[src/rtl/fetch0_predecode.sv]
// First fetch stage: pre-decodes the instruction queue's head pair for JAL and
// backward branches, registers the pair toward decode, and issues predicted redirects.
module fetch0_predecode #(
  parameter int PC_WIDTH   = 64,
  parameter int INST_WIDTH = 32
) (
  input  logic                  clk,
  input  logic                  rst_n,
  input  logic                  iq0_vld_i,
  input  logic [PC_WIDTH-1:0]   iq0_pc_i,
  input  logic [INST_WIDTH-1:0] iq0_inst_i,
  input  logic                  iq1_vld_i,
  input  logic [PC_WIDTH-1:0]   iq1_pc_i,
  input  logic [INST_WIDTH-1:0] iq1_inst_i,
  output logic                  stall_iq_o,
  output logic                  flush_iq_o,
  output logic                  redirect_vld_o,
  output logic [PC_WIDTH-1:0]   redirect_pc_o,
  output logic                  f0_vld0_o,
  output logic [PC_WIDTH-1:0]   f0_pc0_o,
  output logic [INST_WIDTH-1:0] f0_inst0_o,
  output logic                  f0_vld1_o,
  output logic [PC_WIDTH-1:0]   f0_pc1_o,
  output logic [INST_WIDTH-1:0] f0_inst1_o,
  output logic                  f0_pred_taken_o,
  input  logic                  stall_i,
  input  logic                  flush_i
);

  typedef enum logic {
    RUN   = 1'b0,
    REDIR = 1'b1
  } state_e;

  localparam logic [6:0] OPC_JAL    = 7'b1101111;
  localparam logic [6:0] OPC_BRANCH = 7'b1100011;

  typedef struct packed {
    logic                taken;
    logic [PC_WIDTH-1:0] target;
  } pred_t;

  state_e state, state_nxt;

  // JAL is always taken; conditional branches are taken only when the offset is
  // negative (inst[31] is the immediate sign bit), i.e. backward-taken.
  function automatic pred_t predecode(input logic                  vld,
                                      input logic [PC_WIDTH-1:0]   pc,
                                      input logic [INST_WIDTH-1:0] inst);
    pred_t               p;
    logic [PC_WIDTH-1:0] imm_j;
    logic [PC_WIDTH-1:0] imm_b;
    logic                is_jal;
    logic                is_br;
    imm_j  = {{(PC_WIDTH-20){inst[31]}}, inst[19:12], inst[20], inst[30:21], 1'b0};
    imm_b  = {{(PC_WIDTH-12){inst[31]}}, inst[7], inst[30:25], inst[11:8], 1'b0};
    is_jal = (inst[6:0] == OPC_JAL);
    is_br  = (inst[6:0] == OPC_BRANCH);
    p.taken  = vld && (is_jal || (is_br && inst[31]));
    p.target = pc + (is_jal ? imm_j : imm_b);
    return p;
  endfunction

  pred_t pred0, pred1;
  logic  pred_any;
  logic  accept;
  logic  hold;

  assign pred0    = predecode(iq0_vld_i, iq0_pc_i, iq0_inst_i);
  assign pred1    = predecode(iq1_vld_i, iq1_pc_i, iq1_inst_i);
  assign pred_any = pred0.taken || pred1.taken;

  // accept mirrors the queue's own dequeue condition so both sides agree on
  // which pair left the queue.
  assign hold       = f0_vld0_o && stall_i;
  assign stall_iq_o = hold || (state == REDIR);
  assign accept     = (state == RUN) && iq0_vld_i && iq1_vld_i && !stall_iq_o && !flush_i;

  assign redirect_vld_o = (state == REDIR) && !flush_i;
  assign flush_iq_o     = (state == REDIR) && !flush_i;

  // NOTE: every variable written in always_comb gets a default first so no path
  // leaves it unassigned, which would infer a latch.
  always_comb begin
    state_nxt = RUN;
    case (state)
      RUN:     if (accept && pred_any) state_nxt = REDIR;
      REDIR:   state_nxt = RUN;
      default: state_nxt = RUN;
    endcase
    if (flush_i) state_nxt = RUN;
  end

  // NOTE: sequential state uses non-blocking assignments so every register samples
  // pre-edge values regardless of statement order.
  always_ff @(posedge clk or negedge rst_n) begin
    if (!rst_n) state <= RUN;
    else        state <= state_nxt;
  end

  always_ff @(posedge clk or negedge rst_n) begin
    if (!rst_n) begin
      redirect_pc_o <= '0;
    end else if (accept && pred_any) begin
      redirect_pc_o <= pred0.taken ? pred0.target : pred1.target;
    end
  end

  // Valids and prediction flag: flush beats everything, then a new pair, then a
  // downstream hold; otherwise the pair has been consumed and the register empties.
  always_ff @(posedge clk or negedge rst_n) begin
    if (!rst_n) begin
      f0_vld0_o       <= 1'b0;
      f0_vld1_o       <= 1'b0;
      f0_pred_taken_o <= 1'b0;
    end else if (flush_i) begin
      f0_vld0_o       <= 1'b0;
      f0_vld1_o       <= 1'b0;
      f0_pred_taken_o <= 1'b0;
    end else if (accept) begin
      f0_vld0_o       <= 1'b1;
      f0_vld1_o       <= !pred0.taken;
      f0_pred_taken_o <= pred_any;
    end else if (!hold) begin
      f0_vld0_o       <= 1'b0;
      f0_vld1_o       <= 1'b0;
      f0_pred_taken_o <= 1'b0;
    end
  end

  always_ff @(posedge clk or negedge rst_n) begin
    if (!rst_n) begin
      f0_pc0_o   <= '0;
      f0_inst0_o <= '0;
      f0_pc1_o   <= '0;
      f0_inst1_o <= '0;
    end else if (accept) begin
      f0_pc0_o   <= iq0_pc_i;
      f0_inst0_o <= iq0_inst_i;
      f0_pc1_o   <= iq1_pc_i;
      f0_inst1_o <= iq1_inst_i;
    end
  end

endmodule

[config.mk]
export PLATFORM = sky130hd
export DESIGN_NAME = fetch0_predecode
export DESIGN_NICKNAME = d
export VERILOG_FILES = /design/src/rtl/fetch0_predecode.sv
export SDC_FILE = /design/constraint.sdc
export NUM_CORES = 1
export LEC_CHECK = 0
export CELL_PAD_IN_SITES_DETAIL_PLACEMENT = 0
export CELL_PAD_IN_SITES_GLOBAL_PLACEMENT = 1
export CORE_MARGIN = 2
export CORE_UTILIZATION = 36
export DETAILED_ROUTE_END_ITERATION = 12
export GPL_TIMING_DRIVEN = 0
export PLACE_DENSITY = 0.83
export REMOVE_ABC_BUFFERS = 1
export SLEW_MARGIN = 20
export SYNTH_ARGS = -nofsm -noshare
export SYNTH_HDL_FRONTEND = slang
export SYNTH_SLANG_ARGS = --single-unit
[constraint.sdc]
create_clock -name clk -period 3.2 [get_ports clk]
set_clock_uncertainty 0.1 [all_clocks]
set_input_delay 0.48 -clock clk [delete_from_list [all_inputs] [get_ports clk]]
set_output_delay 0.48 -clock clk [all_outputs]
set_load 0.03 [all_outputs]
==> impl.org <==
** Status
- The run finished, with violations left.
- The checks that failed: negative setup slack.

** Logic synthesis
- Average size of a mapped cell :: 7.74 um2
- The largest total area in the synthesized netlist belongs to dfrtp_1.
- Yosys warnings :: 0
- Among all flip-flop cells after synthesis, the most frequent one is dfrtp_1.
- Register bit count reported by yosys :: 260
- Top-area cell type share of the netlist area :: 0.360
- Number of enable-type register cells in the synthesized netlist :: 0
- Post-synthesis async set-or-reset flop share :: 1.00
- Cells taking the most area after synthesis :: dfrtp_1, nand2_1, ha_1, a21oi_1, a21o_1
- Proportion of synthesized chip area in sequential cells :: 0.360
- Synthesized instance count :: 2334
- The netlist uses 78 different library cells.
- Cell area after synthesis :: 18100 um2

** Routing
- After the first detailed-routing iteration, the DRC count stood at about 1.5k.
- The first TritonRoute pass finished after 6 iterations.
- Summed over all layers, the routed wires come to 68.5 mm.
- Drc violations :: 0
- Detailed-route vias per instance :: 5.35
- Number of nets with antenna violations after routing :: 0
- After detailed routing, the average wire length per cell comes to 19.6 um.
- Vias :: ~19k

** STA
- Setup repair after global routing missed its margin :: true
- For the finished layout, the period the worst path requires is 3.72 ns.
- Transition at the pin with the smallest max-transition slack :: ~0.94 ns
- For this run, the top clock speed supported by timing is 0.269 GHz.
- In the post-route analysis, the smallest setup slack over all paths is -0.524 ns.
- Hold_ws :: between 0.03 and 0.04 ns
- Hold Vio Cnt, Final :: 0
- Setup violation total in the final timing report :: 47
- Dividing the final minimum period by the clock period gives 1.16.
- Summed negative setup slack over all endpoints :: -14.35 ns
- Final Slew Violations :: 0
- Normalized max-slew margin :: 0.365

** Place
- Prior to clock tree synthesis, the placed netlist has a worst setup slack of -3.18 ns.
- Including well taps, the total number of placed cells is 3356.
- HPWL reported at the end of detailed placement :: 52.3 mm
- Routability-driven placement finished with a final weighted congestion of 0.905.
- Total cell area at the placement stage :: 23400 um2
- Count of buffers from port buffering :: approximately 460

** Global routing
- Global-route wire length before repair :: 107 mm
- Entering global routing, the biggest net connects 78 pins.
- The number of antenna violations at the first check in global routing is 2.
- Global routing finished with a remaining overflow of 0.
- Across every metal layer, demand over resource in global routing totals 0.256.
- Vias in the first global route :: 18.3k

** Critical path
- Register-to-Register Setup Slack :: -0.10 ns
- The most critical setup path has its startpoint at iq1_inst_i[5].
- Worst Setup End Kind :: flip-flop
- Counting cells, the worst reg-to-reg path comes to 14.
- Data arrival time of the critical path :: 4.11 ns
- Type of the worst setup path :: primary input to flip-flop
- Worst setup path endpoint :: redirect_pc_o[63]
- Endpoint of the lowest-slack register-to-register path :: redirect_pc_o[58]
- The worst register-to-register path begins at f0_vld0_o.
- Setup crit start kind :: primary input
- In this run the worst path has a maximum fanout of 5.
- Worst path required time :: about 3.6 ns

** Layout
- Highest-count cells in the layout ignoring fill and taps :: nand2_1, clkdlybuf4s50_1, dfrtp_1
- Final std cells w/o fill :: about 3.5k
- Final cell utilization of the core :: 0.535
- From synthesis to final layout, the design area changed by 47.7%.
- In the final layout, the share of cells above drive strength 1 is 0.136.
- The finished cells cover 26700 um2.
- The library cell used most frequently in the layout, excluding fill and tap cells, is nand2_1.
- Nets@finish :: between 3k and 4k

** Clock network
- In this run the number of H-tree levels came out at 1.
- CTS saw 260 sinks.
- Clock insertion delay at the later pin of the skew report :: 0.59 ns
- CTS Buf Count :: 31
- Clock-pin slew was measured on the worst setup and hold paths at about 0.060 ns.
- CTS tree :: built
- Clock root buffer :: clkbuf_16
- The clock passes through at most 3 buffers.

** Die
- The total area inside the core boundary comes to about 50000 um2.
- # IOs :: 460
- In this run the core area contains 82 standard-cell rows.
- The initial utilization of the core area, before any placement, comes to 0.362.
- Vertical die dimension :: 228 um
- In this run the horizontal extent of the chip is 228 um.
- Area of the die :: about 52000 um2

** Power
- Leakage power total :: 12.2 nW
- The design draws 13.1 mW.
- VDD sags by at most 0.460 mV.
- For this design the ratio of total power to cell area is a little under 500 nW/um2.

** Min path
- In this run the worst hold path is classified as primary input to flip-flop.

** Flow run
- Max-cap violations in this run came to 0.
==> cell families (layout without fill, tap and decap cells) <==
kind of cell,Yosys count,count (layout),synth area share
AND/OR/NAND/NOR,1058,1058,0.240
AO/OA/AOI/OAI,591,591,0.213
flip-flops,260,260,0.360
buffers and inverters,174,661,0.0364
adder cells (fa/ha/maj),126,126,0.0881
XOR/XNOR,111,111,0.0538
multiplexers,14,14,0.00845
other,0,2,0
==> power breakdown <==
group,switching [mW],internal (mW)
Clock,1.50,2.15
Sequential,0.267,3.76
Combinational,3.15,2.25
Total,4.91,8.15
==> layout make-up <==
type,instances,area [um2]
fillers,4712,23200
well taps,672,841
clock inverters,12,131
repair buffers,568,5740
clock buffers,45,918
diodes,2,5.00
multi-input cells,1900,12400
flip-flops and latches,260,6510
inverters,36,135
==> per-layer routing <==
metal | share of wire | wire [um] | track usage
met1 | 0.46 | 31500 | 0.362
met2 | 0.46 | 31300 | 0.410
met4 | 0.026 | 1760 | 0.0668
met3 | 0.057 | 3870 | 0.0386
met5 | 0 | 0 | 0
==> registers in the layout, summed over array words and instances (netlist names) <==
name and cells:
f0_inst0_o 32, f0_inst1_o 32, f0_pc0_o 64, f0_pc1_o 64
f0_pred_taken_o 1, f0_vld0_o 1, f0_vld1_o 1, redirect_pc_o 64
state 1
==> critical path: stages <==
cell	delay (ns)
buf_8	0.08
nand3_4	0.07
nor3b_4	0.20
and3_4	0.25
buf_8	0.16
mux2_4	0.32
ha_4	0.30
o21ai_4	0.08
o211ai_4	0.25
a41oi_4	0.18
a2111o_1	0.45
and4_4	0.19
o31ai_4	0.18
buf_6	0.17
a211oi_4	0.07
or3b_1	0.43
a21oi_2	0.17
nor3b_2	0.06
==> how the worst min path moves through the flow <==
stage | from | endpoint | slack [ns] | cells past startpoint
after global routing | iq1_inst_i[4] | f0_inst1_o[4] | 0.02 | 3
after global placement | f0_pc0_o[31] | f0_pc0_o[31] | 0.36 | 2
final | iq1_inst_i[4] | f0_inst1_o[4] | 0.04 | 3
after detailed placement | rst_n | f0_inst1_o[12] | 0.34 | 1
after CTS | iq1_inst_i[4] | f0_inst1_o[4] | 0.007 | 3
after floorplan | rst_n | f0_inst0_o[0] | 0.08 | 0
==> synth_stat cells, types with 5 or more instances <==
master,n
a211oi_1,18
a21o_1,83
a21oi_1,190
a221oi_1,7
a22oi_1,6
a311oi_1,5
a31oi_1,26
and2_1,6
and3_1,11
buf_1,6
clkbuf_1,131
dfrtp_1,260
ha_1,124
inv_1,36
mux2_2,10
nand2_1,772
nand2b_1,6
nand3_1,29
nand4_1,39
nor2_1,126
nor2b_1,11
nor3_1,25
nor4_1,5
o2111ai_1,7
o211ai_1,10
o21a_1,12
o21ai_0,115
o21bai_1,31
o221ai_1,7
o22ai_1,10
o31ai_1,9
or3_1,9
xnor2_1,71
xor2_1,40
==> repair_timing <==
item / 4_1_cts / 5_1_grt
resized for setup: 306 / 65
hold endpoints to repair: 65 / 0
pin swaps: 116 / 77
hold buffers: 8 / 0
setup endpoints to repair: 64 / 50
setup buffers: 63 / 11
(Power assumes the default switching activity.)
